==> config.mk <==
export PLATFORM = sky130hd
export DESIGN_NAME = mem_wait_ctrl
export DESIGN_NICKNAME = d
export VERILOG_FILES = /design/src/rtl/mem_wait_ctrl.sv
export SDC_FILE = /design/constraint.sdc
export NUM_CORES = 1
export LEC_CHECK = 0
export ABC_AREA = 1
export BUFFER_PORTS_ARGS = -buffer_cell sky130_fd_sc_hd__buf_4
export CORE_MARGIN = 1
export CORE_UTILIZATION = 46
export CTS_BUF_LIST = sky130_fd_sc_hd__clkbuf_8
export CTS_CLUSTER_DIAMETER = 80
export DETAILED_ROUTE_END_ITERATION = 8
export GPL_TIMING_DRIVEN = 0
export PLACE_DENSITY = 0.79
export SYNTH_ARGS = -nofsm -noshare
export SYNTH_HDL_FRONTEND = slang
export SYNTH_SLANG_ARGS = --single-unit
export TNS_END_PERCENT = 50
==> constraint.sdc <==
create_clock -name clk -period 2.5 [get_ports clk]
set_input_delay 0.125 -clock clk [delete_from_list [all_inputs] [get_ports clk]]
set_output_delay 0.125 -clock clk [all_outputs]
set_load 0.02 [all_outputs]
==> src/rtl/mem_wait_ctrl.sv <==
// MEM-stage controller for a multi-cycle synchronous SRAM: maps byte addresses to
// SRAM words, sequences the access over WAIT_CYCLES and freezes the pipeline meanwhile.
module mem_wait_ctrl #(
  parameter int DATA_WIDTH      = 32,
  parameter int ADDR_WIDTH      = 32,
  parameter int SRAM_ADDR_WIDTH = 16,
  parameter int BASE_ADDR       = 1024,
  parameter int WAIT_CYCLES     = 4
) (
  input  logic                       clk,
  input  logic                       rst,
  input  logic                       mem_r_en,
  input  logic                       mem_w_en,
  input  logic [ADDR_WIDTH-1:0]      address,
  input  logic [DATA_WIDTH-1:0]      wdata,
  output logic [DATA_WIDTH-1:0]      rdata,
  output logic                       ready,
  output logic                       addr_err,
  output logic [SRAM_ADDR_WIDTH-1:0] sram_addr,
  output logic [DATA_WIDTH-1:0]      sram_wdata,
  input  logic [DATA_WIDTH-1:0]      sram_rdata,
  output logic                       sram_ce_n,
  output logic                       sram_we_n
);

  localparam int ALIGN = $clog2(DATA_WIDTH / 8);
  localparam int CNT_W = (WAIT_CYCLES > 1) ? $clog2(WAIT_CYCLES) : 1;
  localparam logic [ADDR_WIDTH-1:0] BASE = ADDR_WIDTH'(BASE_ADDR);

  typedef enum logic [1:0] {IDLE, ACCESS, DONE} state_t;

  state_t                state;
  logic [CNT_W-1:0]      counter;
  logic                  is_read;
  logic                  req;
  logic [ADDR_WIDTH-1:0] offset;

  // Below base, misaligned within a word, or beyond the last SRAM word.
  function automatic logic access_ok(input logic [ADDR_WIDTH-1:0] addr,
                                     input logic [ADDR_WIDTH-1:0] off);
    logic below, misaligned, out_of_range;
    below        = addr < BASE;
    misaligned   = off[ALIGN-1:0] != '0;
    out_of_range = (off >> (ALIGN + SRAM_ADDR_WIDTH)) != '0;
    return !below && !misaligned && !out_of_range;
  endfunction

  assign req    = mem_r_en | mem_w_en;
  assign offset = address - BASE;
  assign ready  = ~req | (state == DONE);

  always_ff @(posedge clk or posedge rst) begin
    if (rst) begin
      state      <= IDLE;
      counter    <= '0;
      is_read    <= 1'b0;
      rdata      <= '0;
      addr_err   <= 1'b0;
      sram_ce_n  <= 1'b1;
      sram_we_n  <= 1'b1;
      sram_addr  <= '0;
      sram_wdata <= '0;
    end else begin
      case (state)
        IDLE: begin
          if (req) begin
            if (access_ok(address, offset)) begin
              // A simultaneous read and write request is treated as a write.
              sram_addr  <= offset[ALIGN +: SRAM_ADDR_WIDTH];
              sram_wdata <= wdata;
              sram_ce_n  <= 1'b0;
              sram_we_n  <= ~mem_w_en;
              is_read    <= ~mem_w_en;
              counter    <= CNT_W'(WAIT_CYCLES - 1);
              state      <= ACCESS;
            end else begin
              addr_err <= 1'b1;
              rdata    <= '0;
              state    <= DONE;
            end
          end
        end
        ACCESS: begin
          if (counter != '0) begin
            counter <= counter - 1'b1;
          end else begin
            if (is_read) begin
              rdata <= sram_rdata;
            end
            sram_ce_n <= 1'b1;
            sram_we_n <= 1'b1;
            state     <= DONE;
          end
        end
        DONE: begin
          addr_err <= 1'b0;
          state    <= IDLE;
        end
        default: state <= IDLE;
      endcase
    end
  end

endmodule

== Yosys cells after proc, flatten, opt, wreduce, memory -nomap -nowiden ==
Index checks and enable logic that the tools add are counted.

* Add/sub/neg operators: 2
* $lt $le $gt $ge: 1
* Equal/unequal tests: 8
* Multiplexer cells: 23
* Bitwise operators: 4
* Reductions and logical operators: 17

{| class="wikitable"
|+ Operators with widths
! operator !! number
|-
| $mux 32 || 4
|-
| $pmux 32 s2 || 1
|-
| $lt 32x11->1 const B || 1
|-
| $reduce_bool 32->1 || 1
|-
| $sub 32x11->32 const B || 1
|-
| $mux 2 || 6
|-
| $ne 2x2->1 const B || 6
|-
| $pmux 2 s2 || 2
|-
| $reduce_and 4->1 || 2
|-
| $reduce_bool 2->1 || 4
|-
| $mux 1 || 7
|-
| $pmux 1 s2 || 3
|-
| $reduce_and 3->1 || 2
|-
| $reduce_and 5->1 || 1
|-
| $logic_not 1->1 || 3
|-
| $eq 2x1->1 const B || 1
|-
| $eq 2x2->1 const B || 1
|-
| $logic_and 1x1->1 || 2
|-
| $logic_not 2->1 || 1
|-
| $not 1->1 || 2
|-
| $or 1x1->1 || 2
|-
| $reduce_and 2->1 || 1
|-
| $sub 2x1->2 const B || 1
|}

* Register bits after elaboration: 88
* Input port bits: 100
* Word-level logic and storage cells: 64

== Logic depth before layout (Yosys ltp) ==
* Depth in word-level cells: 8
* Depth in mapped cells: 16
* Mapped depth without buffers: 15

== Least setup slack after synthesis ==
No wires, ideal clock.

* Path type: input-to-reg
* From: input port address[10]
* To: register sram_wdata[0]
* Setup time: 0.119 ns
* Data arrival time: 1.649 ns
* Path slack: 0.733 ns
* Cell stages on the path: 13
* Buffers on the path: 2
* Cell sequence: inv_2 > ha_1 > nand2_2 > nor2_2 > nand2_1 > xor2_1 > nand2_1 > nor2_2 > nand4_2 > buf_6 > buf_6 > nand2_1 > nand2_1

* Longest elaborated chain between the ends: 5

{| class="wikitable"
|+ RTL lines
! what !! RTL line !! RTL
|-
| from (decl) || 14 || <nowiki>input logic [ADDR_WIDTH-1:0] address,</nowiki>
|-
| $sub 32x11->32 / $lt 32x11->1 (equally long branches) || 49, 42 ||
|-
| $reduce_bool 32->1 / $logic_not 1->1 (equally long branches) || 44, 45 ||
|-
| $logic_not 1->1 / $logic_and 1x1->1 (equally long branches) || 45 || <nowiki>return !below && !misaligned && !out_of_range;</nowiki>
|-
| $logic_and 1x1->1 (*) || 45 ||
|-
| $reduce_and 3->1 (no source line) (*) || - ||
|-
| to (signal assigned) || 70 || <nowiki>sram_wdata <= wdata;</nowiki>
|-
| to (decl) || 20 || <nowiki>output logic [DATA_WIDTH-1:0] sram_wdata,</nowiki>
|}

Mark *: on every way between the ends. The rest lies on a longest branch, timed or not.
A chain may end at the register's enable or synchronous reset.

== Final worst setup path ==
* From: register state[0]
* To: register rdata[13]

* Longest elaborated chain between the ends: 3

{| class="wikitable"
|+ RTL lines
! what !! RTL line !! RTL
|-
| from (decl) || 32 || <nowiki>state_t state;</nowiki>
|-
| from (signal assigned) || 54 || <nowiki>state <= IDLE;</nowiki>
|-
| from (signal assigned) || 75 || <nowiki>state <= ACCESS;</nowiki>
|-
| from (signal assigned) || 79 || <nowiki>state <= DONE;</nowiki>
|-
| $eq 2x1->1 / $logic_not 2->1 (equally long branches) || 64 || <nowiki>case (state)</nowiki>
|-
| $ne 2x2->1 (no source line) / $reduce_bool 2->1 (equally long branches) || - ||
|-
| $reduce_and 5->1 (no source line) || - ||
|-
| to (signal assigned) || 88 || <nowiki>rdata <= sram_rdata;</nowiki>
|-
| to (decl) || 16 || <nowiki>output logic [DATA_WIDTH-1:0] rdata,</nowiki>
|}

Several ways; a longest one is shown, not always the timed one.

==> metrics.log <==
INFO  metric outcome = completed
INFO  metric synth.area.mux_share = 0
INFO  metric drt_pre_antenna_iters = 5
INFO  metric min_period_over_period = 0.840
INFO  metric post_synth_most_frequent_cells = sky130_fd_sc_hd__nand2_1, sky130_fd_sc_hd__dfrtp_1, sky130_fd_sc_hd__nor2_1, sky130_fd_sc_hd__inv_1, sky130_fd_sc_hd__nand3_1
INFO  metric p_comb_frac = 0.402
INFO  metric synth_top_family_by_area = simple AND/OR/NAND/NOR gates
INFO  metric cts_max_level = 3
INFO  metric post-synth-top-area-fraction = 0.458
INFO  metric cts_tree = yes
INFO  metric vias_per_cell = 4.98
INFO  metric grt_pass1_vias = 4,627
INFO  metric synth_nets = 745
INFO  metric clock_power_share = 0.200
INFO  metric finalWorstPathRequiredPeriod = 2.10 ns
INFO  metric post_dp_cell_area = 0.00626 sq mm
INFO  metric gpl.final_weighted_congestion = 0.963
INFO  metric use_met3 = 0.0698
INFO  metric fillCellCount = 868
INFO  metric static-leakage-power = 0.00384 uW
INFO  metric share_of_flip_flops_with_an_asynchronous_set_or_reset = 1.00
INFO  metric adder_and_majority_gate_portion_of_the_synthesized_area = 0.00533
INFO  metric synth_enable_flop_cells = 0
INFO  metric ys_warn_count = 0
INFO  metric final_antenna_net_count = 0
INFO  metric insertedDiodeCount = 0
INFO  metric final_area = 0.00657 sq mm
INFO  metric total_switching_power = 1830 uW
INFO  metric routed_wl = 13,400 um
INFO  metric fmaxAchievable = 476 MHz
INFO  metric clock_skew = 0.0102 ns
INFO  metric synth_area_leaders = sky130_fd_sc_hd__dfrtp_1, sky130_fd_sc_hd__nand2_1, sky130_fd_sc_hd__nand4_1, sky130_fd_sc_hd__nand3_1, sky130_fd_sc_hd__nor2_1
INFO  metric yosysMostFrequentCell = sky130_fd_sc_hd__nand2_1
INFO  metric power.total = 4560 uW
INFO  metric end_kind = register
INFO  metric post-synth-top-area-cell = sky130_fd_sc_hd__dfrtp_1
INFO  metric complex_gate_fraction_of_the_synthesized_area = 0.00320
INFO  metric clk_root_buffer_cell = sky130_fd_sc_hd__clkbuf_8
INFO  metric clk_transition_reported_paths = 0.09 ns
INFO  metric worst_pin_slew = 0.554 ns
INFO  metric post_synth_instance_area = 0.00469 sq mm
INFO  metric die_width = 103 um
INFO  metric crit_path_start_kind = register
INFO  metric synth_simple_gate_area_frac = 0.416
INFO  metric required = 2.80 ns
INFO  metric fin_util = 0.669
INFO  metric synthCells = 643
INFO  metric arrival = 2.40 ns
INFO  metric use_met2 = 0.425
INFO  metric maxCapViolCount = 0
INFO  metric cellInternalPower = 2730 uW
INFO  metric final-max-slew-violation-count = 0
INFO  metric start_util = 0.478
INFO  metric routed-via-count = 4,918
INFO  metric hp-class = input port to register
INFO  metric drtIter0Drc = 200
INFO  metric cts_num_sinks = 88
INFO  metric slew_headroom = 0.631
INFO  metric overflow_left_after_global_routing = 0
INFO  metric ctsResizeCount = 0
INFO  metric design.die.area = 0.0106 sq mm
INFO  metric post-dp-hpwl = 10,100 um
INFO  metric floorplan.core_area = 0.00982 sq mm
INFO  metric synth-seq-area-share = 0.470
INFO  metric setup_viol_count_final = 0
INFO  metric grt_use_met1 = 0.336
INFO  metric pin_count_of_the_biggest_net_entering_global_routing = 46
INFO  metric antenna_found_initial = 0
INFO  metric cp_max_fo = 10
INFO  metric finalNetCount = 953
INFO  metric grt.busiest_layer = met2
INFO  metric sequential_fraction_of_design_power = 0.398
INFO  metric swShare = 0.401
INFO  metric setup_repair_after_global_routing_missed_its_margin = no
INFO  metric drc = 0
INFO  metric crit_type = register to register
INFO  metric cts_max_path_buffers = 2
INFO  metric grt.total_usage = 0.257
INFO  metric power-per-cell-area = 695 mW/mm^2
INFO  metric timing.hold.ws = 0.00747 ns
INFO  metric worst_ir_drop_vdd = 366 uV
INFO  metric detail_route.wl_per_cell = 13.6 um
INFO  metric cts-buffers-inserted = 9
INFO  metric numPortBuffers = 183
INFO  metric postCtsSetupBuffers = 0
INFO  metric dieHeight = 103 um
INFO  metric synthXorXnorAreaFrac = 0.0131
INFO  metric avgSynthCellArea = 7.30 sq um
INFO  metric synth_seq_cells = 88
INFO  metric wire_length_of_the_first_global_routing_pass = 21,300 um
INFO  metric finalHoldViolations = 0
INFO  metric share_of_layout_cells_above_drive_strength_1 = 0.282
INFO  metric rows = 36
INFO  metric area_delta_synth_final = 39.9%
INFO  metric synth_cell_types = 29
INFO  metric worst_skew_pair.late_latency = 0.35 ns
INFO  metric io_pins = 184
INFO  metric dominantRegCellSynth = sky130_fd_sc_hd__dfrtp_1
==> layout make-up <==
class	count	area [sq um]	area share
Tap cell	133	166	0.0253
Clock buffer	10	138	0.0210
Multi-Input combinational cell	453	2050	0.313
Clock inverter	5	41.3	0.00629
Timing Repair Buffer	197	1520	0.232
Inverter	69	262	0.0398
Buffer	33	178	0.0271
Sequential cell	88	2200	0.336
==> worst max-delay path: stages, from the launching register on <==
cell and delay (ns):
sky130_fd_sc_hd__dfrtp_1 0.41, sky130_fd_sc_hd__nor2_2 0.35, sky130_fd_sc_hd__nand2_1 0.13, sky130_fd_sc_hd__nand2_1 0.13, sky130_fd_sc_hd__inv_1 0.06, sky130_fd_sc_hd__nor2_1 0.32, sky130_fd_sc_hd__buf_1 0.41, sky130_fd_sc_hd__nand3_1 0.14
sky130_fd_sc_hd__nand2_1 0.09
==> layer usage <==
metal,share of wire,vias up
li1,-,2441
met1,0.43,2260
met2,0.47,196
met3,0.087,21
met4,0.013,0
met5,0,-
==> power groups by stage <==
stage | Combinational, uW | Clock [uW] | Sequential, uW
after floorplan | 813 | 0 | 2090
after global placement | 1780 | 0 | 1830
after detailed placement | 1820 | 0 | 1840
after CTS | 1840 | 940 | 1820
after global routing | 2050 | 987 | 1840
final | 1840 | 912 | 1810
==> placed cells by master, fill, tap and decap left out, drive strengths merged <==
cell / instances
nand2: 244
buf: 201
dfrtp: 86
nor2: 82
inv: 71
nand3: 55
nand4: 54
clkbuf: 26
dlygate4sd3: 13
xor2: 5
nand3b: 3
xnor2: 2
ha: 2
clkinvlp: 2
dfstp: 2
o21ai: 2
nor3: 1
or2: 1
nor4: 1
a21oi: 1
clkinv: 1
==> stage by stage <==
stage | setup slack [ns] | setup TNS (ns) | cells
after detailed placement | 0.274 | 0 | 960
after global placement | -0.900 | -77.11 | 959
after CTS | 0.389 | 0 | 988
final | 0.401 | 0 | 988
after global routing | 0.103 | 0 | 988
after floorplan | 0.0998 | 0 | 643
==> logic make-up after synthesis <==
kind of cell / after synthesis
AOI/OAI and AO/OA: 3
xor gates and xnor gates: 7
adders and majority gates: 2
buffers and inverters: 102
DFF: 88
and+or+nand+nor: 441
==> final timing paths <==
path / slack, ns / startpoint / cells past startpoint / endpoint
setup / recovery: 0.40 / state[0] / 8 / rdata[13]
hold / removal: 0.007 / wdata[15] / 3 / sram_wdata[15]
setup reg to reg: 0.40 / state[0] / 8 / rdata[13]
hold reg to reg: 0.46 / sram_ce_n / 2 / sram_ce_n
max in group asynchronous: 1.40 / rst / 4 / sram_we_n
min in group asynchronous: 0.41 / rst / 3 / sram_wdata[15]
==> sequential cells by signal, indices dropped and copies added (netlist names) <==
signal      flops
counter         2
sram_wdata     32
sram_addr      16
is_read         1
sram_ce_n       1
state           2
addr_err        1
rdata          32
sram_we_n       1
==> what timing repair did <==
action	CTS	global route
hold buffers	13	0
endpoints found under the setup margin	0	0
hold endpoints to repair	55	0
No activity file was read; power rests on OpenSTA's default activity.
